===== src/rtl/merge_sched.sv =====
// Two-way stable merge of sorted runs held in FWFT FIFOs A and B.
// Emits the merged stream through a registered write port into an output FIFO.
module merge_sched #(
  parameter int unsigned COLUMN = 3,
  parameter int unsigned CNT_W  = 8
) (
  input  logic                  clk,
  input  logic                  rst,
  input  logic                  start,
  input  logic [CNT_W-1:0]      run_len,
  input  logic [1:0]            sort_col,
  input  logic [8*COLUMN-1:0]   a_data,
  input  logic [8*COLUMN-1:0]   b_data,
  input  logic                  a_empty,
  input  logic                  b_empty,
  output logic                  a_rd,
  output logic                  b_rd,
  input  logic                  out_afull,
  output logic                  out_wr,
  output logic [8*COLUMN-1:0]   out_data,
  output logic                  busy,
  output logic                  done
);

  typedef enum logic [2:0] {
    IDLE,
    MERGE,
    DRAIN_A,
    DRAIN_B,
    FINISH
  } state_e;

  state_e                state_q, state_d;
  logic [CNT_W-1:0]      cnt_a_q, cnt_a_d;
  logic [CNT_W-1:0]      cnt_b_q, cnt_b_d;
  logic [1:0]            col_q, col_d;
  logic                  out_wr_q, out_wr_d;
  logic [8*COLUMN-1:0]   out_data_q, out_data_d;
  logic [7:0]            key_a, key_b;

  // col_q is already clamped below COLUMN when it is latched
  always_comb begin
    key_a = a_data[7:0];
    key_b = b_data[7:0];
    for (int unsigned i = 1; i < COLUMN; i++) begin
      if (32'(col_q) == i) begin
        key_a = a_data[8*i +: 8];
        key_b = b_data[8*i +: 8];
      end
    end
  end

  always_comb begin
    state_d = state_q;
    cnt_a_d = cnt_a_q;
    cnt_b_d = cnt_b_q;
    col_d   = col_q;
    a_rd    = 1'b0;
    b_rd    = 1'b0;
    done    = 1'b0;

    case (state_q)
      IDLE: begin
        if (start) begin
          cnt_a_d = run_len;
          cnt_b_d = run_len;
          col_d   = (32'(sort_col) < COLUMN) ? sort_col : 2'd0;
          state_d = (run_len == '0) ? FINISH : MERGE;
        end
      end
      MERGE: begin
        if (!out_afull && !a_empty && !b_empty) begin
          if (key_a <= key_b) a_rd = 1'b1;
          else                b_rd = 1'b1;
        end
      end
      DRAIN_A: a_rd = !out_afull && !a_empty;
      DRAIN_B: b_rd = !out_afull && !b_empty;
      FINISH: begin
        done    = 1'b1;
        state_d = IDLE;
      end
      default: state_d = IDLE;
    endcase

    // Counts are nonzero in every popping state; the guard keeps them from wrapping.
    if (a_rd && cnt_a_q != '0) begin
      cnt_a_d = cnt_a_q - CNT_W'(1);
      if (cnt_a_q == CNT_W'(1)) state_d = (state_q == MERGE) ? DRAIN_B : FINISH;
    end
    if (b_rd && cnt_b_q != '0) begin
      cnt_b_d = cnt_b_q - CNT_W'(1);
      if (cnt_b_q == CNT_W'(1)) state_d = (state_q == MERGE) ? DRAIN_A : FINISH;
    end

    out_wr_d   = a_rd | b_rd;
    out_data_d = a_rd ? a_data : (b_rd ? b_data : out_data_q);
  end

  always_ff @(posedge clk or negedge rst) begin
    if (!rst) begin
      state_q    <= IDLE;
      cnt_a_q    <= '0;
      cnt_b_q    <= '0;
      col_q      <= '0;
      out_wr_q   <= 1'b0;
      out_data_q <= '0;
    end else begin
      state_q    <= state_d;
      cnt_a_q    <= cnt_a_d;
      cnt_b_q    <= cnt_b_d;
      col_q      <= col_d;
      out_wr_q   <= out_wr_d;
      out_data_q <= out_data_d;
    end
  end

  assign busy     = (state_q != IDLE);
  assign out_wr   = out_wr_q;
  assign out_data = out_data_q;

endmodule

===== config.mk =====
export PLATFORM = sky130hd
export DESIGN_NAME = merge_sched
export DESIGN_NICKNAME = d
export VERILOG_FILES = /design/src/rtl/merge_sched.sv
export SDC_FILE = /design/constraint.sdc
export NUM_CORES = 1
export LEC_CHECK = 0
export CORE_MARGIN = 2
export CORE_UTILIZATION = 49
export CTS_CLUSTER_SIZE = 40
export DETAILED_ROUTE_END_ITERATION = 7
export GPL_TIMING_DRIVEN = 1
export PLACE_DENSITY = 0.8
export SLEW_MARGIN = 10
export SYNTH_ARGS = -nofsm -noshare
export SYNTH_HDL_FRONTEND = slang
export SYNTH_SLANG_ARGS = --single-unit

===== constraint.sdc =====
create_clock -name clk -period 4.57 [get_ports clk]
set_clock_uncertainty 0.05 [all_clocks]
set_input_delay 0.457 -clock clk [delete_from_list [all_inputs] [get_ports clk]]
set_output_delay 0.457 -clock clk [all_outputs]
set_load 0.02 [all_outputs]

* After elaboration in Yosys (flattened, before gate mapping)
Index checks and enable logic that the tools add are counted.
Storage, ports and cells: register bits 46, output and inout port bits 29, logic and storage cells 68
Operators by class: add/subtract/negate cells 2, magnitude comparators 2, eq/ne operators 8, multiplexer cells 27, bitwise gates (word level) 1, reduce and logical (&&, ||, !) cells 22
Operators by type and width (count):
- 8-bit 2-to-1 mux | 8
- 24-bit 2-to-1 mux | 2
- 3-bit 2-to-1 mux | 8
- 8-bit by 1-bit equality test with 1-bit output, second input constant | 2
- 8-bit nonzero test | 2
- 8-bit by 1-bit subtractor with 8-bit output, second input constant | 2
- 2-bit nonzero test | 5
- 8-bit <= comparator | 1
- 8-bit zero test | 1
- 3-bit by 2-bit equality test with 1-bit output, second input constant | 2
- 3-bit case mux with 2 select lines | 1
- 2-bit AND reduction | 3
- 1-bit logical AND | 5
- 1-bit 2-to-1 mux | 5
- 1-bit case mux with 2 select lines | 2
- 3-bit by 1-bit equality test with 1-bit output, second input constant | 1
- 3-bit equality test, second input constant | 1
- 1-bit zero test | 3
- 3-bit zero test | 1
- 3-bit nonzero test | 1
- 3-bit OR reduction | 1
- 2-bit by 1-bit equality test with 1-bit output, second input constant | 1
- 2-bit equality test, second input constant | 1
- 2-bit less-than comparator, second input constant | 1
- 2 further kinds | 2

* Longest topological paths before layout
depth after elaboration 11, depth in mapped cells 14

* Worst setup path before layout
No wires, ideal clock.
path type register -> register, from register col_q[0], to register cnt_b_q[4], arrival 3.111 ns, path slack 1.287 ns, stages on the path, launching flop included 14, cell sequence dfrtp_1 > clkbuf_1 > clkbuf_1 > clkbuf_1 > mux2i_1 > a21oi_1 > ha_1 > nand4_1 > a21o_1 > a211o_1 > buf_2 > nand2_1 > a22oi_1 > o221a_2
Between the ends: longest elaborated chain between the ends 10, elaborated cells on any way between the ends 15, classes of those cells order compare: 1; eq/ne: 2; mux: 8; reduce/logical: 4
RTL lines:
- start: declaration | RTL line 36 | logic [1:0] col_q, col_d;
- start signal: assignment | RTL line 112 | col_q <= col_d;
- 2-bit by 1-bit equality test with 1-bit output | RTL line 46 | if (32'(col_q) == i) begin
- 8-bit 2-to-1 mux (2 in a row) | RTL line 46
- 8-bit <= comparator * | RTL line 73 | if (key_a <= key_b) a_rd = 1'b1;
- 1-bit 2-to-1 mux * | RTL line 73
- 1-bit 2-to-1 mux * | RTL line 72 | if (!out_afull && !a_empty && !b_empty) begin
- 1-bit case mux with 2 select lines * | RTL line 62 | case (state_q)
- net b_rd | RTL line 17 | output logic b_rd,
- 1-bit logical AND * | RTL line 91 | if (b_rd && cnt_b_q != '0) begin
- 2-bit nonzero test (no source line)
- 2-bit AND reduction (no source line)
- end signal: assignment | RTL line 111 | cnt_b_q <= cnt_b_d;
- end: declaration | RTL line 35 | logic [CNT_W-1:0] cnt_b_q, cnt_b_d;
Mark *: on every way through the listed nets, which the timed path passes. The rest lies on a longest branch. A chain may end at the register's enable or synchronous reset.

* Worst setup path after layout
from register col_q[0], to output port a_rd
Between the ends: longest elaborated chain between the ends 7, elaborated cells on any way between the ends 10, classes of those cells order compare: 1; eq/ne: 2; mux: 7
RTL lines:
- 2-bit by 1-bit equality test with 1-bit output | RTL line 46
- 8-bit 2-to-1 mux (2 in a row) | RTL line 46
- 8-bit <= comparator * | RTL line 73
- 1-bit 2-to-1 mux * | RTL line 73
- 1-bit 2-to-1 mux * | RTL line 72
- 1-bit case mux with 2 select lines * | RTL line 62
- end: declaration | RTL line 16 | output logic a_rd,
Every way passes the cells marked *; elsewhere a longest branch is shown, timed or not.

==> run metrics <==
status completed; final design utilization 66.18%; Post-DP HPWL between 7000 and 8000 um; post-synth top area share between 30% and 40%; power share of the combinational group between 30% and 40%; die area around 7600 sq um; normalized max-slew margin ~27%; die width 87.08 um; area delta synth->final 31.48%; gp weighted congestion between 0.8 and 0.9; total power roughly 0.0012 W; final setup fails 0; crit-path max cell delay a little under 0.7 ns; Port Buffer Count 92; first-pass GRT wire length around 16000 um; worst slew pin tran ~1.1 ns; CTS tree done; Seq/Total Area, Yosys roughly 34%; RSZ-0062 raised after global routing no; clk sinks 46; maximum clock frequency roughly 230 MHz; cell internal pwr roughly 0.0008 W; M1 GR Usage between 30% and 40%; Worst-path clk slew about 0.10 ns; vias in the first global route approximately 3300; total track usage around a quarter; CP required around 4 ns; fin crit period about 4.3 ns; Remaining DRCs 0; Crit Path Class flip-flop to output pin; pin count of the biggest net entering global routing 47; vias per cell 6.008; Worst-Skew Late Latency 0.31 ns; wirelength, routed approximately 10000 um; synthesized flop and latch total 46; synthesized instance count around 430; fill count around 600; PD cells around 270 nW/um^2; max-cap viol count 0; Hold Crit Class input port to async pin; crit start category flip-flop; share of layout cells above drive strength 1 under 10%; Worst path slowest cell a21oi_4; commonest non-fill, non-tap cell in the layout clkdlybuf4s50_1; final hold violations 0; initial antenna violation count 0; num rows 30; Slew Viols, Final 0; core area approximately 6700 sq um; Clock power frac 27.0%; IO Pins 93; sequential power share 42.0%; Synth Net Count 510; post-CTS sizing 0; Cell Chain, Critical Path buf_4 > mux2_2 > o21ai_0 > ha_1 > nand4_1 > a21o_1 > a21oi_4 > clkinv_4 > clkdlybuf4s50_1; number of buffers created by CTS 5; switching share of power about a third; Initial Utilization approximately half; grt total ovfl 0; Worst Setup Slack, final 0.2203 ns; EDFF count, synth 0; CP Max Fanout 40; Synth Warn # 0; NumNets Final slightly below 600; largest cells by area after synthesis dfrtp_1 34%, nand2_1 8.0%, a21oi_1 6.7%; Primary FF master, synth dfrtp_1; syn_area_per_cell around 7.8 sq um; Post-CTS Setup Inserts 0; clk root buf clkbuf_8; Syn Std Cell Area between 3000 and 4000 sq um; dpl ws roughly 0.46 ns; crit path DAT approximately 3.8 ns; DR WL/cell around 17 um; post-synth top area cell dfrtp_1; Die Ht 87.08 um; WHS between 0.2 and 0.3 ns; Iteration-0 DRC Markers around 230; Max Root-Sink Buffers 2; busiest grt layer met2; NetSw 0.0003809 W; Max IR drop VDD 0.1626 mV; Worst setup EP type output pin; DR vias approximately 3600; Final period util roughly 95%; Cell variety after synth 54; H-tree Lvls 2; met2 Use GR approximately 46%; Pre-Repair DR Iteration Count 5; asr flop ratio synth 100.0%; Leakage Power 1.824 nW; post-route ant nets 0; Inserted Diodes 0; setup TNS after final layout 0 ns; M3 GR Usage 3.697%; Hold-fix buffers, CTS 0; commonest cells after routing, fill and taps aside 91 x clkdlybuf4s50_1, 72 x nand2_1, 46 x dfrtp_1
==> per-stage QoR <==
step | cells | instance area [sq um]
after floorplan | 433 | 3382
after global placement | 583 | 4333
after detailed placement | 583 | 4333
after CTS | 591 | 4447
after global routing | 591 | 4447
final | 591 | 4447
==> cell families after synthesis <==
logic type | count (synthesis) | synth area share, %
buf+inv | 39 | 4.624
simple gates | 183 | 25.20
mux | 26 | 7.991
fa+ha+maj | 13 | 4.810
compound gates | 126 | 23.34
flops | 46 | 34.04
==> power groups by stage <==
stage | registers [W] | clock network, W | logic (W)
global placement | 0.000503 | 0 | 0.000358
finish | 0.000497 | 0.000320 | 0.000366
CTS | 0.000496 | 0.000326 | 0.000365
floorplan | 0.000532 | 0 | 0.000159
detailed placement | 0.000504 | 0 | 0.000364
global route | 0.000502 | 0.000345 | 0.000402
==> Yosys cell counts (2+ instances only) <==
cell / n
nor2_1: 32
o221a_2: 2
ha_1: 13
and2_1: 3
a21o_1: 2
nor3_1: 11
o22ai_1: 6
nor2b_1: 11
clkbuf_1: 25
dfrtp_1: 46
mux2_2: 8
o21a_1: 3
a311oi_1: 2
o21ai_0: 38
nand3_1: 31
nand4_1: 3
nand3b_1: 3
nor4_1: 3
a221o_1: 3
and3_1: 2
or3_1: 3
a211oi_1: 9
o211ai_1: 2
a21oi_1: 45
inv_1: 10
mux2i_1: 18
nand2_1: 72
==> worst max-delay path, delay by kind of cell, from the launching register on <==
| family | cells | cell delay [ns] |
|---|---|---|
| AO/OA/AOI/OAI | 3 | 1.17 |
| adder cells (fa/ha/maj) | 1 | 0.19 |
| buffers and inverters | 3 | 1.21 |
| flip-flops | 1 | 0.36 |
| multiplexers | 1 | 0.39 |
| AND/OR/NAND/NOR | 1 | 0.19 |
==> area by class of cell <==
| cell class | count | area [sq um] | share of cell area, % |
|---|---|---|---|
| clock inverter | 3 | 45.04 | 1.013 |
| sequential | 46 | 1151 | 25.89 |
| multi-input combinational | 348 | 2074 | 46.65 |
| clock buffer | 5 | 68.82 | 1.548 |
| tap | 80 | 100.1 | 2.251 |
| timing repair buffer | 98 | 960.9 | 21.61 |
| inverter | 11 | 46.29 | 1.041 |
==> worst paths after layout <==
check | from | to | slack (ns) | depth (start not counted)
worst min-delay path | rst | out_data[23] | 0.29 | 1
worst max register to register | col_q[0] | state_q[2] | 0.85 | 11
worst min register to register | col_q[0] | col_q[0] | 0.44 | 2
min in group clk | col_q[0] | col_q[0] | 0.44 | 2
worst max-delay path | col_q[0] | a_rd | 0.22 | 9
max in group asynchronous | rst | out_data[22] | 3.50 | 1
==> per-layer routing <==
layer	routed length [um]	share of wire (%)
met5	0	0
met4	325	3.2
met3	652	6.4
met2	4997	49
met1	4169	41
==> registers in the layout, indices dropped and copies added, names as in the netlist <==
| signal | cells |
|---|---|
| cnt_b_q | 8 |
| cnt_a_q | 8 |
| out_wr | 1 |
| state_q | 3 |
| col_q | 2 |
| out_data | 24 |
Power figures use the tool's default switching activity.
